`src/rtl/dipole_scan_if.sv`:
```
// dipole_scan_if: host, evaluator and result signals of the dipole raster scanner.
// master = the scanner itself; slave = host/evaluator side.
interface dipole_scan_if #(
  parameter int WRITE_WIDTH  = 8,
  parameter int WRITE_HEIGHT = 8,
  parameter int RADIUS       = 4
);
  localparam int WIDTH       = WRITE_WIDTH + 2 * RADIUS;
  localparam int HEIGHT      = WRITE_HEIGHT + 2 * RADIUS;
  localparam int WIDTH_BITS  = $clog2(WIDTH);
  localparam int HEIGHT_BITS = $clog2(HEIGHT);
  localparam int NUM_WRITES  = WRITE_WIDTH * WRITE_HEIGHT;
  localparam int NUM_CELLS   = WIDTH * HEIGHT;

  logic                   start;
  logic [7:0]             passes;
  logic [NUM_WRITES-1:0]  pattern_strobe;
  logic [NUM_WRITES-1:0]  pattern_data;
  logic                   abort;
  logic                   write_valid;
  logic                   write_ready;
  logic [NUM_WRITES-1:0]  write_strobe;
  logic [NUM_WRITES-1:0]  write_data;
  logic [WIDTH_BITS-1:0]  dipole_x;
  logic [HEIGHT_BITS-1:0] dipole_y;
  logic                   dipole_update;
  logic                   dipole_value;
  logic                   busy;
  logic                   done;
  logic [NUM_CELLS-1:0]   dipole_map;
  logic [15:0]            flip_count;

  modport master (
    input  start, passes, pattern_strobe, pattern_data, abort,
           write_ready, dipole_update, dipole_value,
    output write_valid, write_strobe, write_data, dipole_x, dipole_y,
           busy, done, dipole_map, flip_count
  );

  modport slave (
    output start, passes, pattern_strobe, pattern_data, abort,
           write_ready, dipole_update, dipole_value,
    input  write_valid, write_strobe, write_data, dipole_x, dipole_y,
           busy, done, dipole_map, flip_count
  );
endinterface

```
`src/rtl/dipole_scan.sv`:
```
// dipole_scan: sweeps every cell of a (WRITE+2*RADIUS)^2 array in raster order
// for a programmable number of passes, issuing one evaluator request per cell
// and recording the evaluator's verdict in dipole_map.
// Optional feature: define DIPOLE_SCAN_STATS_EN to enable the flip_count
// statistic (otherwise flip_count is tied to zero).
module dipole_scan #(
  parameter int WRITE_WIDTH  = 8,
  parameter int WRITE_HEIGHT = 8,
  parameter int RADIUS       = 4
) (
  input logic           clk,
  input logic           reset,
  dipole_scan_if.master bus
);
  localparam int WIDTH       = WRITE_WIDTH + 2 * RADIUS;
  localparam int HEIGHT      = WRITE_HEIGHT + 2 * RADIUS;
  localparam int WIDTH_BITS  = $clog2(WIDTH);
  localparam int HEIGHT_BITS = $clog2(HEIGHT);
  localparam int NUM_WRITES  = WRITE_WIDTH * WRITE_HEIGHT;
  localparam int NUM_CELLS   = WIDTH * HEIGHT;
  localparam int CELL_BITS   = $clog2(NUM_CELLS);

  typedef enum logic [1:0] {IDLE, ISSUE, FINISH} state_t;

  state_t                 state_q, state_d;
  logic [WIDTH_BITS-1:0]  x_q, x_d;
  logic [HEIGHT_BITS-1:0] y_q, y_d;
  logic [7:0]             pass_q, pass_d;
  logic [NUM_WRITES-1:0]  strobe_q, strobe_d;
  logic [NUM_WRITES-1:0]  data_q, data_d;
  logic [NUM_CELLS-1:0]   map_q, map_d;

  logic                 accept;
  logic                 hs;
  logic                 last_col;
  logic                 last_row;
  logic [CELL_BITS-1:0] cell_idx;

  // abort dominates both a new start and a handshake in the same cycle
  assign accept   = (state_q == IDLE) && bus.start && !bus.abort;
  assign hs       = (state_q == ISSUE) && bus.write_ready && !bus.abort;
  assign last_col = (x_q == WIDTH_BITS'(WIDTH - 1));
  assign last_row = (y_q == HEIGHT_BITS'(HEIGHT - 1));
  assign cell_idx = CELL_BITS'(y_q) * CELL_BITS'(WIDTH) + CELL_BITS'(x_q);

  // next-state, raster advance and map update
  always_comb begin
    state_d  = state_q;
    x_d      = x_q;
    y_d      = y_q;
    pass_d   = pass_q;
    strobe_d = strobe_q;
    data_d   = data_q;
    map_d    = map_q;
    case (state_q)
      IDLE: begin
        if (accept) begin
          if (bus.passes != 8'd0) begin
            state_d  = ISSUE;
            x_d      = '0;
            y_d      = '0;
            pass_d   = bus.passes;
            strobe_d = bus.pattern_strobe;
            data_d   = bus.pattern_data;
          end else begin
            state_d = FINISH;
          end
        end
      end
      ISSUE: begin
        if (bus.abort) begin
          state_d = IDLE;
        end else if (hs) begin
          if (bus.dipole_update) begin
            map_d[cell_idx] = bus.dipole_value;
          end
          if (last_col) begin
            x_d = '0;
            if (last_row) begin
              y_d    = '0;
              pass_d = pass_q - 8'd1;
              if (pass_q == 8'd1) begin
                state_d = FINISH;
              end
            end else begin
              y_d = y_q + HEIGHT_BITS'(1);
            end
          end else begin
            x_d = x_q + WIDTH_BITS'(1);
          end
        end
      end
      FINISH: begin
        state_d = IDLE;
      end
      default: begin
        state_d = IDLE;
      end
    endcase
  end

  // state and datapath registers
  always_ff @(posedge clk) begin
    if (reset) begin
      state_q  <= IDLE;
      x_q      <= '0;
      y_q      <= '0;
      pass_q   <= '0;
      strobe_q <= '0;
      data_q   <= '0;
      map_q    <= '0;
    end else begin
      state_q  <= state_d;
      x_q      <= x_d;
      y_q      <= y_d;
      pass_q   <= pass_d;
      strobe_q <= strobe_d;
      data_q   <= data_d;
      map_q    <= map_d;
    end
  end

  assign bus.write_valid  = (state_q == ISSUE);
  assign bus.busy         = (state_q != IDLE);
  // an abort landing in FINISH suppresses the done pulse
  assign bus.done         = (state_q == FINISH) && !bus.abort;
  assign bus.dipole_x     = x_q;
  assign bus.dipole_y     = y_q;
  assign bus.write_strobe = strobe_q;
  assign bus.write_data   = data_q;
  assign bus.dipole_map   = map_q;

`ifdef DIPOLE_SCAN_STATS_EN
  logic [15:0] flip_q, flip_d;

  // saturating count of map bits whose value actually changed
  always_comb begin
    flip_d = flip_q;
    if (accept) begin
      flip_d = '0;
    end else if (hs && bus.dipole_update &&
                 (bus.dipole_value != map_q[cell_idx]) && (flip_q != '1)) begin
      flip_d = flip_q + 16'd1;
    end
  end

  // flip counter register
  always_ff @(posedge clk) begin
    if (reset) begin
      flip_q <= '0;
    end else begin
      flip_q <= flip_d;
    end
  end

  assign bus.flip_count = flip_q;
`else
  assign bus.flip_count = '0;
`endif
endmodule
```
`src/flat_wrapper.sv`:
```
// flat-port wrapper written by rule: the top's interface ports become plain ports
module dipole_scan_flat 
#(
  parameter int WRITE_WIDTH  = 8,
  parameter int WRITE_HEIGHT = 8,
  parameter int RADIUS       = 4
)
  (clk, reset, bus_start, bus_passes, bus_pattern_strobe, bus_pattern_data, bus_abort, bus_write_ready, bus_dipole_update, bus_dipole_value, bus_write_valid, bus_write_strobe, bus_write_data, bus_dipole_x, bus_dipole_y, bus_busy, bus_done, bus_dipole_map, bus_flip_count);
  dipole_scan_if #(.WRITE_WIDTH(WRITE_WIDTH), .WRITE_HEIGHT(WRITE_HEIGHT), .RADIUS(RADIUS)) bus_i ();
  input logic clk;
  input logic reset;
  input wire logic [$bits(bus_i.start)-1:0] bus_start;
  input wire logic [$bits(bus_i.passes)-1:0] bus_passes;
  input wire logic [$bits(bus_i.pattern_strobe)-1:0] bus_pattern_strobe;
  input wire logic [$bits(bus_i.pattern_data)-1:0] bus_pattern_data;
  input wire logic [$bits(bus_i.abort)-1:0] bus_abort;
  input wire logic [$bits(bus_i.write_ready)-1:0] bus_write_ready;
  input wire logic [$bits(bus_i.dipole_update)-1:0] bus_dipole_update;
  input wire logic [$bits(bus_i.dipole_value)-1:0] bus_dipole_value;
  output wire logic [$bits(bus_i.write_valid)-1:0] bus_write_valid;
  output wire logic [$bits(bus_i.write_strobe)-1:0] bus_write_strobe;
  output wire logic [$bits(bus_i.write_data)-1:0] bus_write_data;
  output wire logic [$bits(bus_i.dipole_x)-1:0] bus_dipole_x;
  output wire logic [$bits(bus_i.dipole_y)-1:0] bus_dipole_y;
  output wire logic [$bits(bus_i.busy)-1:0] bus_busy;
  output wire logic [$bits(bus_i.done)-1:0] bus_done;
  output wire logic [$bits(bus_i.dipole_map)-1:0] bus_dipole_map;
  output wire logic [$bits(bus_i.flip_count)-1:0] bus_flip_count;
  assign bus_i.start = bus_start;
  assign bus_i.passes = bus_passes;
  assign bus_i.pattern_strobe = bus_pattern_strobe;
  assign bus_i.pattern_data = bus_pattern_data;
  assign bus_i.abort = bus_abort;
  assign bus_i.write_ready = bus_write_ready;
  assign bus_i.dipole_update = bus_dipole_update;
  assign bus_i.dipole_value = bus_dipole_value;
  assign bus_write_valid = bus_i.write_valid;
  assign bus_write_strobe = bus_i.write_strobe;
  assign bus_write_data = bus_i.write_data;
  assign bus_dipole_x = bus_i.dipole_x;
  assign bus_dipole_y = bus_i.dipole_y;
  assign bus_busy = bus_i.busy;
  assign bus_done = bus_i.done;
  assign bus_dipole_map = bus_i.dipole_map;
  assign bus_flip_count = bus_i.flip_count;
  dipole_scan #(.WRITE_WIDTH(WRITE_WIDTH), .WRITE_HEIGHT(WRITE_HEIGHT), .RADIUS(RADIUS)) u_core (.clk(clk), .reset(reset), .bus(bus_i));
endmodule
```
`config.mk`:
```
export PLATFORM = sky130hd
export DESIGN_NAME = dipole_scan_flat
export DESIGN_NICKNAME = d
export VERILOG_FILES = /design/src/rtl/dipole_scan_if.sv /design/src/rtl/dipole_scan.sv /design/src/flat_wrapper.sv
export SDC_FILE = /design/constraint.sdc
export NUM_CORES = 1
export LEC_CHECK = 0
export CAP_MARGIN = 20
export CORE_AREA = 2 2 213 215
export CTS_CLUSTER_DIAMETER = 100
export DETAILED_ROUTE_END_ITERATION = 10
export DIE_AREA = 0 0 215 217
export PLACE_DENSITY = 0.74
export SETUP_SLACK_MARGIN = 0.15
export SLEW_MARGIN = 25
export SYNTH_ARGS = -nofsm -noshare
export SYNTH_HDL_FRONTEND = slang
export SYNTH_SLANG_ARGS = --single-unit
```
`constraint.sdc`:
```
create_clock -name clk -period 5 [get_ports clk]
set_clock_uncertainty 0.2 [all_clocks]
set_input_delay 1.25 -clock clk [delete_from_list [all_inputs] [get_ports clk]]
set_output_delay 1.25 -clock clk [all_outputs]
set_load 0.1 [all_outputs]
```
==> out/metrics.yaml <==
slowest_stage: "clkdlybuf4s50_1"
clkPwrFrac_pct: 43.6
hold_class: "reg -> reg"
grt.overflow.total: 0
crit_chain: "clkdlybuf4s50_1"
drt_iter0_drc: 1942
synthAdderAreaFrac_pct: 0.784
crit_buf_inv: 1
r2r_cells: 4
io-pin-count: 554
r2r-start: "u_core.state_q[1]"
worstSetupStartpointType: "flop"
tightest_slew_ns: 1.12
crit_arrival_ns: 2.49
cts_buffers: 44
cts_buffer_depth: 3
cts_max_level: 2
place.port_buffers: 537
netlist_area_um2: 16000
drv_cap: 0
fin_total_pwr_mw: 7.45
path_max_fanout: 15
grt_pass1_vias: 15700
slew_viol_final: 0
drc: 0
r2r_slack_ns: 2.18
hpwlAfterDp_um: 43000
finalSetupViolCount: 0
stdcell_area_um2: 22700
antennaDiodeCount: 0
switching_power_mw: 2.06
power_density_nw_per_um2: 329
finalSetupTns_ns: 0
firstDrtPassIters: 6
core_um2: 44700
synth_warnings: 0
hold_slack_ns: 0.252
hp-start: "u_core.bus.write_strobe[31]"
seq_power_share_pct: 44.2
chipWidth_um: 215
cts_hold_buf: 0
synth_seq_cells: 402
async_flop_share_pct: 0
cp_slowest_stage_delay_ns: 1.29
numClockSinks: 402
yosysSeqAreaShare_pct: 50.4
yosys.area_share.simple_pct: 19.7
clk_pin_slew_worst_paths_ns: 0.06
cts_tree: "done"
grt_max_degree: 135
start_util_pct: 35.7
synth-edff-count: 0
post-route-min-period_ns: 3.94
core.rowCount: 78
die-height_um: 217
fin_nets: 2519
antenna_found_initial: 1
fin_crit_sh_pct: 78.9
synth_top_family_by_area: "compound AO/OA/AOI/OAI gates"
critPathCaptureType: "output pin"
dpl.cell_count: 2920
intPower_mw: 5.39
rsz0062_at_grt: "no"
clk_latency_ns: 0.57
synthToLayoutAreaGrowth_pct: 42.1
viasPerCell: 5.52
drt_wl_total_um: 63200
hold_end: "u_core.bus.write_strobe[31]"
muxShareOfSynthArea_pct: 0.259
synthFlopType: "dfxtp_1"
cts_setup_buffers: 0
min_path_cells: 2
drive_above_1_share_pct: 5.00
wl_per_cell_um: 21.1
peakVddDrop_v: 0.000271
slew_headroom_pct: 25.0
dieArea_um2: 46700
status: "finished, final reports clean"
ant_nets: 0
grt_pass1_wl_um: 93600
leakagePower_nw: 7.38
gp_congestion: 0.849
comb_power_share_pct: 12.2
path_class: "reg -> out"
max_freq_ghz: 0.254
cts_root_buf: "clkbuf_16"
synth_compound_area_share_pct: 21.8
path_delay_family: "buffers and inverters"
hold_viol_final: 0
vias: 16500
required_ns: 3.55
synth_area_per_cell_um2: 8.05
synth_cells: 1983
gr-usage-all-layers_pct: 25.6
placed_area_um2: 21300
r2r-end: "u_core.bus.dipole_map[208]"
post_cts_resize_count: 0
synthDistinctLibCells: 55
instances_no_fill: 2998
synth_xor_area_share_pct: 0.0549
swShare_pct: 27.7
==> logic make-up (layout without fill, tap and decap cells) <==
family,Yosys count,after routing
AND/OR/NAND/NOR,646,646
AO/OA/AOI/OAI,680,680
other,1,16
buffers and inverters,239,639
adder cells (fa/ha/maj),10,10
XOR/XNOR,1,1
flip-flops,402,402
multiplexers,4,4
==> placed cells by master (no fill, tap or decap), drive strengths merged, types with 3 or more instances in the layout <==
cell type,count
or2,3
nand2b,3
clkdlybuf4s50,528
clkinv,4
buf,22
nand3,274
o32ai,5
nor2,12
nor3,18
inv,14
or3,17
nand2,285
and3,4
nor4,3
dfxtp,402
conb,16
clkbuf,69
mux2i,3
and2,12
o21ai,260
ha,10
a21oi,401
==> per-layer routing <==
layer	track usage, %	part of all wire, %	up-vias	routed length, µm
li1	-	-	7621	-
met1	30.4	38	7829	24200
met2	43.4	48	923	30400
met3	6.26	8.9	167	5610
met4	12.2	4.7	2	2960
met5	0	0.021	-	13
==> stage by stage <==
step                      utilization, %  setup slack (ns)
after floorplan                        -              1.10
after global placement              47.6              1.06
final                               50.7              1.06
after detailed placement            47.5             0.983
after global routing                50.7             0.933
after CTS                           50.8              1.03
==> layout make-up <==
class	instances	area, µm²
Inverter	10	37.5
Sequential cell	402	8050
Timing Repair Buffer	551	5520
Clock inverter	10	100
Fill cell	4128	22000
Clock buffer	68	1330
Tap cell	600	751
Multi-Input combinational cell	1357	6890
==> registers in the layout, summed over array words and instances (netlist names) <==
| signal | cells |
|---|---|
| u_core.bus.write_strobe | 64 |
| u_core.bus.write_data | 64 |
| u_core.bus.dipole_x | 4 |
| u_core.state_q | 2 |
| u_core.bus.dipole_map | 256 |
| u_core.pass_q | 8 |
| u_core.bus.dipole_y | 4 |
==> worst max-delay path by stage <==
stage / startpoint / endpoint / slack, ns / depth (start not counted)
2_1_floorplan: bus_abort / bus_done / 1.10 / 1
3_3_place_gp: bus_abort / u_core.bus.dipole_map[245] / 1.06 / 5
3_5_place_dp: bus_abort / u_core.bus.dipole_map[23] / 0.98 / 6
4_1_cts: u_core.bus.dipole_y[2] / bus_dipole_y[2] / 1.03 / 1
5_1_grt: u_core.state_q[0] / bus_write_valid / 0.93 / 3
6_report: u_core.bus.dipole_y[2] / bus_dipole_y[2] / 1.06 / 1
==> synth_stat cells (2+ instances only) <==
cell type | instances | area share [%]
dfxtp_1 | 402 | 50
a21oi_1 | 401 | 13
nand2_1 | 285 | 6.7
nand3_1 | 274 | 8.6
o21ai_0 | 197 | 6.2
clkbuf_1 | 148 | 3.5
o21ai_1 | 61 | 1.9
buf_2 | 40 | 1.3
buf_4 | 30 | 1.4
or3_1 | 17 | 0.67
and2_1 | 12 | 0.47
nor2_1 | 12 | 0.28
nor3_4 | 11 | 1.1
ha_1 | 10 | 0.78
inv_1 | 10 | 0.24
buf_6 | 6 | 0.42
buf_1 | 5 | 0.12
nor3_2 | 5 | 0.31
o32ai_1 | 5 | 0.27
and3_1 | 4 | 0.16
mux2i_1 | 3 | 0.19
nand2b_1 | 3 | 0.12
nor4_1 | 3 | 0.12
a31oi_1 | 2 | 0.078
a32o_1 | 2 | 0.13
nand4_1 | 2 | 0.078
nor3_1 | 2 | 0.063
nor3b_1 | 2 | 0.094
nor4bb_1 | 2 | 0.13
or2_2 | 2 | 0.078
==> power by group through the flow <==
stage                     clock, mW  sequential, mW  combinational (mW)
after global routing           3.43            3.30               0.951
after CTS                      3.29            3.29               0.913
after global placement            0            3.36               0.904
final                          3.25            3.29               0.913
after detailed placement          0            3.36               0.911
after floorplan                   0            3.72               0.288
Power figures use the tool's default switching activity.
